## config.mk

```make
export PLATFORM = sky130hd
export DESIGN_NAME = ws2812_tx
export DESIGN_NICKNAME = d
export VERILOG_FILES = /design/src/rtl/ws2812_tx.sv
export SDC_FILE = /design/constraint.sdc
export NUM_CORES = 1
export LEC_CHECK = 0
export BUFFER_PORTS_ARGS = -buffer_cell sky130_fd_sc_hd__buf_4
export CAP_MARGIN = 25
export CORE_AREA = 2 2 76 78
export CTS_CLUSTER_DIAMETER = 80
export DETAILED_ROUTE_END_ITERATION = 12
export DIE_AREA = 0 0 78 80
export PLACE_DENSITY_LB_ADDON = 0.05
export SETUP_SLACK_MARGIN = 0.15
export SYNTH_ARGS = -nofsm -noshare
export SYNTH_HDL_FRONTEND = slang
export SYNTH_SLANG_ARGS = --single-unit
```

## constraint.sdc

```tcl
create_clock -name clk -period 2.1 [get_ports clk]
set_input_delay 0.315 -clock clk [delete_from_list [all_inputs] [get_ports clk]]
set_output_delay 0.315 -clock clk [all_outputs]
set_load 0.1 [all_outputs]
```

## src/rtl/ws2812_tx.sv

```systemverilog
// ws2812_tx: serialises one 24-bit GRB pixel per LED onto a WS2812 chain,
// then holds the line low for the latch interval before the next frame.
//
// Ports:
//   clk           system clock, all state on the rising edge
//   reset_n       asynchronous active-low reset
//   reset_state   high while the latch interval runs (pixel buffer swap window)
//   data_request  one-cycle pulse; colours are captured at the end of the next cycle
//   new_address   one-cycle pulse in the cycle address takes a new value
//   address       index of the LED being fetched or sent
//   red_in/green_in/blue_in  pixel colour, only looked at in SAMPLE
//   DO            registered serial output to the LED chain
//
// state  | meaning
// LATCH  | DO low for RESET_CYCLES, reset_state high
// FETCH  | data_request high for one cycle
// SAMPLE | capture {green, red, blue} into the shift register
// SEND   | 24 bits MSB first, each BIT_CYCLES long
module ws2812_tx #(
    parameter int NUM_LEDS     = 16,
    parameter int T0H_CYCLES   = 20,
    parameter int T1H_CYCLES   = 40,
    parameter int BIT_CYCLES   = 63,
    parameter int RESET_CYCLES = 2600
) (
    input  logic                        clk,
    input  logic                        reset_n,
    output logic                        reset_state,
    output logic                        data_request,
    output logic                        new_address,
    output logic [$clog2(NUM_LEDS)-1:0] address,
    input  logic [7:0]                  red_in,
    input  logic [7:0]                  green_in,
    input  logic [7:0]                  blue_in,
    output logic                        DO
);

    localparam int AW      = $clog2(NUM_LEDS);
    localparam int CNT_MAX = (RESET_CYCLES > BIT_CYCLES) ? RESET_CYCLES : BIT_CYCLES;
    localparam int CW      = $clog2(CNT_MAX + 1);

    localparam logic [CW-1:0] RESET_LAST = CW'(RESET_CYCLES - 1);
    localparam logic [CW-1:0] BIT_LAST   = CW'(BIT_CYCLES - 1);
    localparam logic [CW-1:0] T0H        = CW'(T0H_CYCLES);
    localparam logic [CW-1:0] T1H        = CW'(T1H_CYCLES);
    localparam logic [AW-1:0] ADDR_LAST  = AW'(NUM_LEDS - 1);

    typedef enum logic [1:0] {
        ST_LATCH  = 2'd0,
        ST_FETCH  = 2'd1,
        ST_SAMPLE = 2'd2,
        ST_SEND   = 2'd3
    } state_t;

    state_t        state;
    logic [CW-1:0] cnt;
    logic [4:0]    bit_idx;
    logic [23:0]   shift;

    logic [CW-1:0] cnt_nxt;
    logic [CW-1:0] high_len;

    assign cnt_nxt  = cnt + CW'(1);
    assign high_len = shift[23] ? T1H : T0H;

    always_ff @(posedge clk or negedge reset_n) begin
        if (!reset_n) begin
            state        <= ST_LATCH;
            cnt          <= '0;
            bit_idx      <= '0;
            shift        <= '0;
            address      <= '0;
            DO           <= 1'b0;
            data_request <= 1'b0;
            new_address  <= 1'b0;
            reset_state  <= 1'b1;
        end else begin
            data_request <= 1'b0;
            new_address  <= 1'b0;
            case (state)
                ST_LATCH: begin
                    DO <= 1'b0;
                    if (cnt == RESET_LAST) begin
                        cnt          <= '0;
                        state        <= ST_FETCH;
                        data_request <= 1'b1;
                        reset_state  <= 1'b0;
                    end else begin
                        cnt <= cnt_nxt;
                    end
                end
                ST_FETCH: begin
                    DO    <= 1'b0;
                    state <= ST_SAMPLE;
                end
                ST_SAMPLE: begin
                    shift   <= {green_in, red_in, blue_in};
                    bit_idx <= '0;
                    cnt     <= '0;
                    // First high cycle of bit 0 coincides with the first SEND cycle.
                    DO      <= 1'b1;
                    state   <= ST_SEND;
                end
                ST_SEND: begin
                    if (cnt == BIT_LAST) begin
                        cnt <= '0;
                        if (bit_idx == 5'd23) begin
                            DO          <= 1'b0;
                            new_address <= 1'b1;
                            if (address == ADDR_LAST) begin
                                address     <= '0;
                                state       <= ST_LATCH;
                                reset_state <= 1'b1;
                            end else begin
                                address      <= address + AW'(1);
                                state        <= ST_FETCH;
                                data_request <= 1'b1;
                            end
                        end else begin
                            bit_idx <= bit_idx + 5'd1;
                            shift   <= {shift[22:0], 1'b0};
                            DO      <= 1'b1;
                        end
                    end else begin
                        cnt <= cnt_nxt;
                        // DO for the cycle about to start: high while still inside the pulse.
                        DO  <= (cnt_nxt < high_len);
                    end
                end
                default: begin
                    state <= ST_LATCH;
                    DO    <= 1'b0;
                end
            endcase
        end
    end

endmodule
```

; Word-level counts from Yosys, hierarchy flattened
; Index checks and enable logic that the tools add are counted.
[totals]
register_bits = 51
word_cells = 66
[op_classes]
n_addsub = 3
order_cmp = 1
n_eq_ne = 12
mux = 32
reduce_logical = 9
[ops]
columns = op, count
row1 = $mux W24, 2
row2 = $pmux W24 S2, 1
row3 = $pmux W12 S3, 1
row4 = $mux W12, 2
row5 = $mux W1, 14
row6 = $add A12 B1 Y12 const B, 1
row7 = $eq A12 B12 Y1 const B, 1
row8 = $eq A12 B6 Y1 const B, 1
row9 = $lt A12 B6 Y1, 1
row10 = $mux W5, 2
row11 = $ne A2 B2 Y1 const B, 5
row12 = $pmux W5 S2, 1
row13 = $reduce_and A3 Y1, 3
row14 = $pmux W2 S4, 1
row15 = $mux W2, 3
row16 = $mux W6, 1
row17 = $add A5 B1 Y5 const B, 1
row18 = $eq A5 B5 Y1 const B, 1
row19 = $reduce_and A5 Y1, 1
row20 = $add A4 B1 Y4 const B, 1
row21 = $eq A2 B2 Y1 const B, 2
row22 = $eq A4 B4 Y1 const B, 1
row23 = $mux W4, 1
row24 = $pmux W1 S2, 2
row25 = other kinds (6), 7

; Depth between registers and ports, before layout
[depth]
depth_word = 5
depth_mapped = 9

; Least setup slack after synthesis
; Ideal clock, no wire load.
[synth_path]
path_kind = register to register
startpoint = register cnt[10]
endpoint = register state[1]
setup_ps = 125
arrival_ps = 1975
required_time_ps = 1975
setup_slack_ps = 1
path_stages_with_launch = 8
n_path_buf = 2
cell_sequence = dfrtp_1 > buf_6 > or4_4 > nor4_2 > buf_4 > nand2_1 > a22oi_2 > mux2_2
[synth_via]
elab_chain_len = 3
[synth_rtl]
columns = item, line
row1 = start: declaration, 56  ; logic [CW-1:0] cnt;
row2 = start signal: assignment, 89  ; cnt <= cnt_nxt;
row3 = start signal: assignment, 125  ; cnt <= cnt_nxt;
row4 = $eq A12 B12 Y1 or $eq A12 B6 Y1 (tied branches), "83, 105"
row5 = $ne A2 B2 Y1 (no source line), -
row6 = $reduce_and A3 Y1 (no source line) (*), -
row7 = end signal: assignment, 85  ; state <= ST_FETCH;
row8 = end signal: assignment, 94  ; state <= ST_SAMPLE;
row9 = end signal: assignment, 102  ; state <= ST_SEND;
row10 = end: declaration, 55  ; state_t state;
; Every way passes the cells marked *; elsewhere a longest branch is shown, timed or not.
; A chain may end at the register's enable or synchronous reset.

; Worst setup path in the final report
[layout_path]
startpoint = register cnt[6]
endpoint = register cnt[6]
[layout_via]
elab_chain_len = 3
[layout_rtl]
columns = item, line
row1 = "$add A12 B1 Y12, or another cell as far along", 63  ; assign cnt_nxt = cnt + CW'(1);
row2 = "$mux W12, on equally long branches", "105, 83"
row3 = $pmux W12 S3 (*), 80  ; case (state)
; Marks and branches as above.

==> run metrics <==
mapped cell area 2730 µm²; Seq/Total Area, Yosys 46.7%; xor/xnor cell area share of the yosys netlist 2.88%; num rows 27; r2r startpoint cnt[6]; first-pass GRT wire length 10.4 mm; final hold violations 0; CTS Hold Bufs 0; final core utilization 68.0%; H-tree Lvls 2; minimum clock period 2.03 ns; number of global-route vias before repair 2240; GR Util All Layers 21.1%; worst slew pin tran 0.635 ns; Initial DRC Count 100; DRC viols 0; crit path DAT 2.23 ns; worst setup path endpoint cnt[6]; Cell variety after synth 53; Syn Nets 320; total gr overflow 0; Slew HR 57.7%; max_cap viols 0; worst-skew pair later-pin latency 0.31 ns; Placed Area 3200 µm²; die height 80 µm; status complete, no violations; CP startpoint cnt[6]; post-route cell area 3680 µm²; mux share of post-synthesis cell area 4.85%; Leak 1.67 nW; Synth Area in Compound Gates 20.1%; worst path required time 2.30 ns; initial antenna violation count 0; clock network power share 41.3%; Mapped Cells 283; startpoint class of the critical path flip-flop; Port Buffers 33; Area Growth Syn to Fin 34.5%; overall power 1.78 mW; Net Sw Frac 20.8%; routed vias/inst 5.57; area share of and/or/nand/nor cells after synthesis 14.2%; worst hold path type primary input to async pin; fin crit share 96.5%; Die Width 78 µm; total core area 5410 µm²; Synth Area per Inst 9.66 µm²; P_int 1.41 mW; CTS tree built; # setup viols final 0; boundary pin count 34; Routed WL 6.36 mm; Setup Skew 0.00520 ns; ys flop type dfrtp_1; Synth async-reset ratio 100%; Final nets 385; via count 2344; initial core utilization 50.6%; VDD IR max 0.000309 V; combinational cell fraction of total power 3.4%; Yosys reg bits 51; pin count of the biggest net entering global routing 52; Worst Setup End Kind flip-flop; f_max 0.493 GHz; main combinational cell family by area after synthesis compound AO/OA/AOI/OAI gates; largest fanout on the critical path 5; GPL Wtd Cong 0.806; drt pass-1 iters 4; DRT antenna net count 0; max-slew violation count 0; Ys Warns 0; Adder-Cell Fraction of Synth Area 5.03%; R2R Path End cnt[6]; Psw 0.369 mW; setup slack, reg-to-reg 0.07 ns; Max Root-Sink Buffers 2; Die ar. 6240 µm²; DP HPWL 4.10 mm; CTS Sinks 51; PD cells 483 nW/µm²; sequential share of power 55.3%; RSZ-0062 raised after global routing yes; CP Class flip-flop to flip-flop; ANT cells 0; Clock Pin Slew Worst Setup and Hold Paths 0.10 ns; share of cells above drive strength 1 35.8%; total CTS buffers 5; Post-synth EDFFs 0; wire length per cell 15.1 µm; Reg2Reg Depth 6; clock root buffer clkbuf_8
[cells in the final DEF, fill, tap and decap left out, types with 2 or more instances in the layout]
master and instances:
nor3_1 4, or2_2 2, a21o_1 3, mux2i_1 11, o21bai_1 4, o21ai_1 7, nor2_1 7, a22o_1 6
nand2_4 7, nand2_1 19, nand3_2 2, o21ai_0 7, nor2_4 2, buf_12 2, buf_4 63, nand2_2 5
xnor2_1 6, inv_1 23, buf_6 6, o31ai_1 2, mux2_4 2, clkbuf_16 2, clkbuf_8 6, ha_1 10
nand2b_1 2, o22ai_1 16, nand3_1 10, a21oi_2 3, nand4_1 5, dfrtp_1 49, a21oi_1 18, o21ai_2 4
[cells by family after synthesis]
logic type / after synthesis
flops: 51
fa+ha+maj: 11
mux: 13
simple gates: 76
compound gates: 83
buf+inv: 40
xor+xnor: 9
[registers in the layout, summed over array words and instances (netlist names)]
register,count
shift,24
state,2
DO,1
reset_state,1
new_address,1
cnt,12
data_request,1
address,4
bit_idx,5
[how the worst min path moves through the flow]
stage | startpoint | end | slack, ns | cells past startpoint
finish | reset_n | shift[6] | 0.02 | 1
global route | reset_n | shift[6] | 0.07 | 1
CTS | reset_n | shift[6] | 0.05 | 1
detailed placement | reset_n | shift[6] | 0.39 | 1
global placement | reset_n | shift[5] | 0.40 | 1
floorplan | reset_n | DO | 0.02 | 0
[worst max-delay path, cell delays in order (launching register included)]
cell and delay [ns]:
dfrtp_1 0.40, or4_4 0.56, or3_4 0.39, o2bb2ai_2 0.18
buf_4 0.16, a21oi_1 0.13, o21ai_0 0.09
[cell usage after synthesis, types with 3 or more instances]
| library cell | n | area share [%] |
|---|---|---|
| a21o_1 | 3 | 0.82 |
| a21oi_1 | 21 | 3.8 |
| a22o_1 | 6 | 1.9 |
| buf_2 | 5 | 0.92 |
| clkbuf_1 | 8 | 1.1 |
| dfrtp_1 | 50 | 46 |
| ha_1 | 11 | 5.0 |
| inv_1 | 23 | 3.2 |
| mux2i_1 | 11 | 4.0 |
| nand2_1 | 30 | 4.1 |
| nand3_1 | 12 | 2.2 |
| nand4_1 | 5 | 1.1 |
| nor2_1 | 8 | 1.1 |
| nor3_1 | 4 | 0.73 |
| o21ai_0 | 18 | 3.3 |
| o21bai_1 | 4 | 1.1 |
| o22ai_1 | 16 | 3.7 |
| xnor2_1 | 7 | 2.2 |
[per-layer routing]
metal	track usage, %	share of wire [%]
met1	27.1	44
met2	35.9	50
met3	3.39	4.0
met4	7.72	1.6
met5	0	0
[stage by stage]
step | TNS, ns | instances | hold slack (ns) | setup WS (ns)
detailed placement | -0.0149 | 396 | 0.386 | -0.00637
CTS | 0 | 414 | 0.0489 | 0.0908
global route | -0.00703 | 421 | 0.0743 | -0.00703
floorplan | 0 | 283 | 0.0194 | 0.0264
global placement | 0 | 396 | 0.397 | 0.0203
finish | 0 | 421 | 0.0211 | 0.0729
[cell type report]
class                   instances  area [µm²]
clock buffers                   6        82.6
clock inverters                 2        38.8
fillers                       429        1730
inverters                      24        90.1
multi-input cells             192        1460
flip-flops and latches         51        1280
well taps                      72        90.1
repair buffers                 74         636
[repair_timing]
| action | CTS | global route |
|---|---|---|
| setup buffers | 9 | 4 |
| gates cloned | 1 | 3 |
| resized for setup | 17 | 38 |
| pin swaps | 10 | 17 |
| setup endpoints to repair | 36 | 47 |
[power groups by stage]
| stage | clock network, mW | logic [mW] | registers [mW] |
|---|---|---|---|
| floorplan | 0 | 0.00454 | 1.00 |
| global placement | 0 | 0.0613 | 1.00 |
| detailed placement | 0 | 0.0613 | 1.00 |
| CTS | 0.754 | 0.0615 | 0.981 |
| global route | 0.789 | 0.0678 | 0.982 |
| finish | 0.734 | 0.0603 | 0.981 |
(Power assumes the default switching activity.)
